$ cat config.mk
export PLATFORM = sky130hd
export DESIGN_NAME = lcd_bus_rx
export DESIGN_NICKNAME = d
export VERILOG_FILES = /design/src/rtl/lcd_bus_rx.sv
export SDC_FILE = /design/constraint.sdc
export NUM_CORES = 1
export LEC_CHECK = 0
export ABC_AREA = 0
export CAP_MARGIN = 20
export CORE_AREA = 2 2 117 119
export DETAILED_ROUTE_END_ITERATION = 8
export DIE_AREA = 0 0 119 121
export SLEW_MARGIN = 0
export SYNTH_ARGS = -nofsm -noshare
export SYNTH_HDL_FRONTEND = slang
export SYNTH_SLANG_ARGS = --single-unit
$ cat constraint.sdc
create_clock -name clk -period 4.4 [get_ports clk]
set_input_delay 0.66 -clock clk [delete_from_list [all_inputs] [get_ports clk]]
set_output_delay 0.66 -clock clk [all_outputs]
set_load 0.01 [all_outputs]
$ cat src/rtl/lcd_bus_rx.sv
`default_nettype none
// ============================================================================
// Module   : lcd_bus_rx
// Purpose  : Receive side of an 8080-style parallel LCD write bus. Writes are
//            committed on the rising edge of lcd_wr_n, observed through a
//            two-flop synchronizer, and queued as {rs, d} words in a small
//            FIFO that has a valid/ready head. A free-running frame-mark
//            pulse generator is included.
// Ports    : clk, rst_n       - clock (rising edge), async active-low reset
//            lcd_d/rs/wr_n    - bus inputs from the write-side PHY
//            lcd_fmark        - registered frame-mark pulse
//            rx_data/rx_rs    - head word of the receive FIFO (0 when empty)
//            rx_valid/ready   - head handshake; transfer on valid & ready
//            rx_overflow      - sticky drop flag, cleared by ovf_clr
//            fmark_en         - frame-mark generator enable
// Params   : FIFO_DEPTH (power of 2, >= 2), FMARK_PERIOD (>= 2),
//            FMARK_WIDTH (1 .. FMARK_PERIOD-1)
// Revision : 1.0 - initial release
// ============================================================================
module lcd_bus_rx #(
    parameter int FIFO_DEPTH   = 4,
    parameter int FMARK_PERIOD = 1024,
    parameter int FMARK_WIDTH  = 4
) (
    input  logic       clk,
    input  logic       rst_n,
    input  logic [7:0] lcd_d,
    input  logic       lcd_rs,
    input  logic       lcd_wr_n,
    output logic       lcd_fmark,
    output logic [7:0] rx_data,
    output logic       rx_rs,
    output logic       rx_valid,
    input  logic       rx_ready,
    output logic       rx_overflow,
    input  logic       ovf_clr,
    input  logic       fmark_en
);

    localparam int              c_AW      = $clog2(FIFO_DEPTH);
    localparam int              c_FW      = $clog2(FMARK_PERIOD);
    localparam logic [c_AW:0]   c_DEPTH   = (c_AW + 1)'(FIFO_DEPTH);
    localparam logic [c_FW-1:0] c_FM_LAST = c_FW'(FMARK_PERIOD - 1);
    localparam logic [c_FW-1:0] c_FM_HIGH = c_FW'(FMARK_WIDTH);

    // ------------------------------------------------------------------
    // Bus synchronizer and write-edge detection
    // ------------------------------------------------------------------
    logic       r_wr_s1, r_wr_s2, r_wr_prev;
    logic [7:0] r_d_s1, r_d_s2;
    logic       r_rs_s1, r_rs_s2;
    logic       w_wr_rise;
    logic       r_cap_vld;
    logic [8:0] r_cap_word;

    // wr_n stages reset to the idle (high) level so that leaving reset can
    // never look like a low-to-high strobe transition.
    always_ff @(posedge clk or negedge rst_n) begin
        if (!rst_n) begin
            r_wr_s1   <= 1'b1;
            r_wr_s2   <= 1'b1;
            r_wr_prev <= 1'b1;
            r_d_s1    <= '0;
            r_d_s2    <= '0;
            r_rs_s1   <= 1'b0;
            r_rs_s2   <= 1'b0;
        end else begin
            r_wr_s1   <= lcd_wr_n;
            r_wr_s2   <= r_wr_s1;
            r_wr_prev <= r_wr_s2;
            r_d_s1    <= lcd_d;
            r_d_s2    <= r_d_s1;
            r_rs_s1   <= lcd_rs;
            r_rs_s2   <= r_rs_s1;
        end
    end

    assign w_wr_rise = r_wr_s2 & ~r_wr_prev;

    // Data is taken from the same synchronizer stage that shows wr_n high,
    // which is why the sender must hold d/rs one clock past the strobe.
    always_ff @(posedge clk or negedge rst_n) begin
        if (!rst_n) begin
            r_cap_vld  <= 1'b0;
            r_cap_word <= '0;
        end else begin
            r_cap_vld <= w_wr_rise;
            if (w_wr_rise) begin
                r_cap_word <= {r_rs_s2, r_d_s2};
            end
        end
    end

    // ------------------------------------------------------------------
    // Receive FIFO
    // ------------------------------------------------------------------
    logic [8:0]      r_mem [FIFO_DEPTH];
    logic [c_AW-1:0] r_wr_ptr, r_rd_ptr;
    logic [c_AW:0]   r_count;
    logic            r_ovf;
    logic            w_full, w_pop, w_push, w_drop;
    logic [8:0]      w_head;

    assign rx_valid = (r_count != '0);
    assign w_full   = (r_count == c_DEPTH);
    // Pop is qualified by rx_valid, so push+pop on an empty FIFO is a push.
    assign w_pop    = rx_valid & rx_ready;
    // A same-cycle pop frees a slot, so a full FIFO can still accept.
    assign w_push   = r_cap_vld & (~w_full | w_pop);
    assign w_drop   = r_cap_vld & w_full & ~w_pop;

    always_ff @(posedge clk) begin
        if (w_push) begin
            r_mem[r_wr_ptr] <= r_cap_word;
        end
    end

    always_ff @(posedge clk or negedge rst_n) begin
        if (!rst_n) begin
            r_wr_ptr <= '0;
            r_rd_ptr <= '0;
            r_count  <= '0;
        end else begin
            if (w_push) begin
                r_wr_ptr <= r_wr_ptr + c_AW'(1);
            end
            if (w_pop) begin
                r_rd_ptr <= r_rd_ptr + c_AW'(1);
            end
            case ({w_push, w_pop})
                2'b10:   r_count <= r_count + (c_AW + 1)'(1);
                2'b01:   r_count <= r_count - (c_AW + 1)'(1);
                default: r_count <= r_count;
            endcase
        end
    end

    // Set has priority over clear so a drop is never lost.
    always_ff @(posedge clk or negedge rst_n) begin
        if (!rst_n) begin
            r_ovf <= 1'b0;
        end else if (w_drop) begin
            r_ovf <= 1'b1;
        end else if (ovf_clr) begin
            r_ovf <= 1'b0;
        end
    end

    assign rx_overflow = r_ovf;

    // Head word is masked while empty so the outputs read 0 out of reset
    // without having to reset the storage array.
    assign w_head  = rx_valid ? r_mem[r_rd_ptr] : 9'd0;
    assign rx_rs   = w_head[8];
    assign rx_data = w_head[7:0];

    // ------------------------------------------------------------------
    // Frame-mark generator
    // ------------------------------------------------------------------
    logic [c_FW-1:0] r_fm_cnt;
    logic            r_fmark;

    always_ff @(posedge clk or negedge rst_n) begin
        if (!rst_n) begin
            r_fm_cnt <= '0;
            r_fmark  <= 1'b0;
        end else begin
            r_fmark <= (r_fm_cnt < c_FM_HIGH) & fmark_en;
            if (!fmark_en || r_fm_cnt == c_FM_LAST) begin
                r_fm_cnt <= '0;
            end else begin
                r_fm_cnt <= r_fm_cnt + c_FW'(1);
            end
        end
    end

    assign lcd_fmark = r_fmark;

endmodule
`default_nettype wire

**Word level (Yosys, flattened, before mapping)**

Memory sizes are Yosys's and may differ from the RTL's.
Cells that the tools add are included.

- Register bits: 50
- Memory bits (writable): 36
- Input port bits: 15
- Logic and storage cells: 48
- Memories kept: 1

- Add/sub/neg operators: 5
- Order comparisons: 1
- Eq/ne operators: 4
- Multiplexer cells: 7
- Bitwise gates (word level): 10
- Reductions and logical operators: 5

Memories:

| memory | words | bits a word | read ports | clocked after Yosys merged registers in | wr ports | RTL line | RTL |
|---|---|---|---|---|---|---|---|
| r_mem | 4 | 9 | 1 | 0 | 1 | 97 | `logic [8:0] r_mem [FIFO_DEPTH];` |

Operators with widths:

| kind | count |
|---|---|
| $add 10x1->10 const B | 1 |
| $eq 10x10->1 const B | 1 |
| $lt 10x3->1 const B | 1 |
| $mux 10 | 1 |
| $mux 9 | 1 |
| $and 1x1->1 | 6 |
| $pmux 3 s2 | 1 |
| $add 2x1->2 const B | 2 |
| $mux 1 | 4 |
| $reduce_bool 2->1 | 2 |
| $add 3x1->3 const B | 1 |
| $eq 3x3->1 const B | 1 |
| $not 1->1 | 3 |
| $reduce_bool 3->1 | 1 |
| $sub 3x1->3 const B | 1 |
| $eq 2x1->1 const B | 1 |
| $eq 2x2->1 const B | 1 |
| $logic_not 1->1 | 1 |
| $logic_or 1x1->1 | 1 |
| $or 1x1->1 | 1 |

**Logic depth before layout (Yosys ltp)**

- Word-level depth: 6
- Depth in mapped cells: 9
- Depth with buffers taken out: 9

**Worst setup path before layout**

OpenSTA, ideal clock, no wires.

- Path kind: input to register
- Start: in rx_ready
- End: reg r_count[2]
- Setup time: 0.079 ns
- Data arrival time: 2.051 ns
- Data required time: 4.321 ns
- Setup slack: 2.269 ns
- Stages on the path: 9
- Path buffers: 0
- Cell sequence: nor4b_2 -> nor2b_2 -> inv_1 -> ha_1 -> inv_1 -> fa_1 -> xor2_1 -> nor2_1 -> xor2_1

- Word-level cells in the longest chain between the ends: 5
- Elaborated cells between the ends (all ways): 7
- Those cells by class: eq/ne (2); mux (1); bitwise (3); reduce/logical (1)

RTL lines:

| element | RTL line | RTL |
|---|---|---|
| start: declaration | 34 | `input logic rx_ready,` |
| $and 1x1->1 (*) | 107 | `assign w_pop = rx_valid & rx_ready;` |
| $or 1x1->1 | 109 | `assign w_push = r_cap_vld & (~w_full \| w_pop);` |
| $and 1x1->1 | 109 |  |
| $eq 2x1->1 / $eq 2x2->1 (equally long branches) | 130 | `case ({w_push, w_pop})` |
| $pmux 3 s2 / $reduce_bool 2->1 (equally long branches) | - |  |
| end signal: assignment | 131 | `2'b10: r_count <= r_count + (c_AW + 1)'(1);` |
| end signal: assignment | 132 | `2'b01: r_count <= r_count - (c_AW + 1)'(1);` |
| end signal: assignment | 133 | `default: r_count <= r_count;` |
| end: declaration | 99 | `logic [c_AW:0] r_count;` |

Every way passes the cells marked *; elsewhere a longest branch is shown, timed or not.
A chain may end at the register's enable or synchronous reset.

**Worst setup path in the final report**

- Start: reg r_rd_ptr[0]
- End: out rx_data[6]

- Word-level cells in the longest chain between the ends: 2

RTL lines:

| element | RTL line | RTL |
|---|---|---|
| start: declaration | 98 | `logic [c_AW-1:0] r_wr_ptr, r_rd_ptr;` |
| start signal: assignment | 128 | `r_rd_ptr <= r_rd_ptr + c_AW'(1);` |
| $mem_v2 4x9 | - |  |
| $mux 9 | 153 | `assign w_head = rx_valid ? r_mem[r_rd_ptr] : 9'd0;` |
| end: declaration | 31 | `output logic [7:0] rx_data,` |

No other way between the ends.

==> qor.csv <==
metric,value,unit
DRC,0,
filler cell count,1287,
Syn Nets,216,
Die Area,14400,µm²
"flops & latches, synth",86,
clk_lat worst skew,0.34,ns
Sequential Power Share,0.458,
CTS buffer count,9,
Hold Crit Class,flop to flop,
first-pass GRT wire length,8500,µm
RSZ-0062 raised after global routing,false,
"Seq/Total Area, Yosys",0.721,
share of layout cells above drive strength 1,0.189,
total track usage,0.0790,
leakage power,1.49,nW
root buffer cell,clkbuf_16,
DR iter-0 viols,64,
WL per Instance,12.6,µm
FF-to-FF setup slack,2.19,ns
die width,119,µm
# hold bufs at CTS,0,
Post-CTS Setup Inserts,0,
pwr dens,575,nW/µm²
YS warnings,0,
Die Ht,121,µm
Syn-to-layout area delta,23.5,%
CP Data Required Time,3.74,ns
status,"finished, final reports clean",
final setup fails,0,
logic gate share of total power,0.213,
IO Pins,27,
most frequent cells in the layout,"47 x dfrtp_1, 36 x edfxtp_1, 25 x clkdlybuf4s50_1, 14 x and2_1, 10 x mux2_2",
startpoint types,flop,
CP Max Fanout,11,
Syn Inst Count,194,
CTS Sinks,86,
max-cap viol count,0,
Slew @ Worst Pin,1.04,ns
aggregate routed wire length,5150,µm
DR vias/cell,3.94,
antenna violations before repair,0,
final worst-path cycle share,0.682,
core area,13100,µm²
Initial Util,0.248,
vias in the first global route,1744,
GRT overflow,0,
TritonCTS clock tree,yes,
post-synthesis cell type count,34,
"antenna viol nets, final",0,
TritonRoute pass-1 iters,4,
Longest Clk Path Bufs,2,
skew final,0.00782,ns
Clock Power Share,0.328,
Cells after DPL,393,
Fmax,0.333,GHz
VDD IR max,0.000199,V
"Reg clk slew, reported paths",0.06,ns
"Min Clock Period, post-route",3.00,ns
CP Capture Type,primary output,
largest net degree at the start of global routing,51,
Rows,42,
GPL Wtd Cong,0.697,
"commonest non-fill, non-tap cell in the layout",dfrtp_1,
Avg Inst Size Synth,16.7,µm²
DP Worst Slack,1.55,ns
sw power,0.606,mW
Sw Ratio,0.263,
final worst-path setup slack,1.40,ns
hpwl dp,3260,µm
H-tree depth,3,
Critical Path AT,2.34,ns
routed vias,1611,
internal power consumption,1.70,mW
fin. max-slew vios,0,
# port buffers,26,
Max transition margin,0.308,
fin cells,409,
critical path class,flop to primary output,
diodes inserted,0,
Setup TNS,0,ns
nets@finish,250,
final hold violations,0,
"Gates resized, CTS repair",0,
Netlist Area Pre-Place,3240,µm²
## flip-flops by register name (all words and copies together), names as in the netlist, 2 cells and up
register    flops
r_wr_ptr        2
r_fm_cnt       10
r_d_s2          8
r_mem          36
r_count         3
r_d_s1          8
r_rd_ptr        2
r_cap_word      9
## synth_stat cells
cell	instances	area, µm²
mux4_2	9	203
o21ai_0	3	15.0
nand2b_1	1	6.26
nor3_1	1	5.00
nand4_1	2	12.5
mux2_2	10	113
buf_2	2	10.0
o211ai_1	2	15.0
dfstp_2	3	78.8
ha_1	6	75.1
xnor2_1	4	35.0
clkbuf_1	1	3.75
nand2_2	1	6.26
nand3_1	5	25.0
a31oi_1	1	6.26
or3_2	1	7.51
and2_1	14	87.6
nor2_1	6	22.5
dfrtp_1	47	1180
nand3_2	1	10.0
mux2i_1	1	10.0
fa_1	1	20.0
nand2_1	5	18.8
nor2b_2	1	8.76
xor2_1	5	43.8
o31ai_1	2	15.0
or4_1	3	22.5
or3_1	4	25.0
buf_4	1	7.51
a21oi_1	4	20.0
nor2b_1	1	6.26
edfxtp_1	36	1080
nor4b_2	1	15.0
inv_1	9	33.8
## per-layer routing
layer	vias up	track usage	share of wire
met1	799	0.0907	0.44
met5	-	0	0
met2	34	0.128	0.49
met3	9	0.0305	0.050
met4	0	0.0417	0.022
li1	769	-	-
## critical path, cell delays in order, from the launching register on
cell	delay, ns
dfrtp_1	0.77
mux4_2	0.60
and2_1	0.17
clkdlybuf4s50_1	0.47
## worst paths after layout
| path | from | end | depth (start not counted) |
|---|---|---|---|
| max in group asynchronous | rst_n | r_rs_s2 | 2 |
| worst max register to register | r_count[0] | r_count[2] | 8 |
| worst min-delay path | r_d_s1[3] | r_d_s2[3] | 0 |
| min in group asynchronous | rst_n | r_fm_cnt[7] | 2 |
| worst max-delay path | r_rd_ptr[0] | rx_data[6] | 3 |
| worst min register to register | r_d_s1[3] | r_d_s2[3] | 0 |
## kinds of logic (layout without fill, tap and decap cells)
family,count (synthesis),after routing,synth area share
fa+ha+maj,7,7,0.0293
mux,20,20,0.100
buf+inv,13,52,0.0170
simple gates,47,47,0.0861
xor+xnor,9,9,0.0243
flops,86,86,0.721
compound gates,12,12,0.0220
## final cells by class
class / count / area, µm² / area share
clock inverters: 6 / 71.3 / 0.0178
multi-input cells: 95 / 850 / 0.212
well taps: 176 / 220 / 0.0550
repair buffers: 27 / 263 / 0.0656
inverters: 9 / 33.8 / 0.00844
clock buffers: 10 / 229 / 0.0572
flip-flops and latches: 86 / 2340 / 0.584
## metrics by stage
step	util	instance area, µm²	hold slack, ns	power [mW]
2_1_floorplan	-	3240	0.331	1.36
3_3_place_gp	0.283	3700	0.334	1.56
3_5_place_dp	0.283	3700	0.335	1.58
4_1_cts	0.306	4000	0.349	2.35
5_1_grt	0.306	4000	0.356	2.43
6_report	0.306	4000	0.349	2.30
## power by group through the flow
| stage | Clock [mW] | Sequential [mW] | Combinational [mW] |
|---|---|---|---|
| floorplan | 0 | 1.01 | 0.345 |
| global placement | 0 | 1.07 | 0.495 |
| detailed placement | 0 | 1.08 | 0.503 |
| CTS | 0.782 | 1.06 | 0.504 |
| global route | 0.812 | 1.07 | 0.541 |
| finish | 0.756 | 1.06 | 0.491 |
Power figures use the tool's default switching activity.
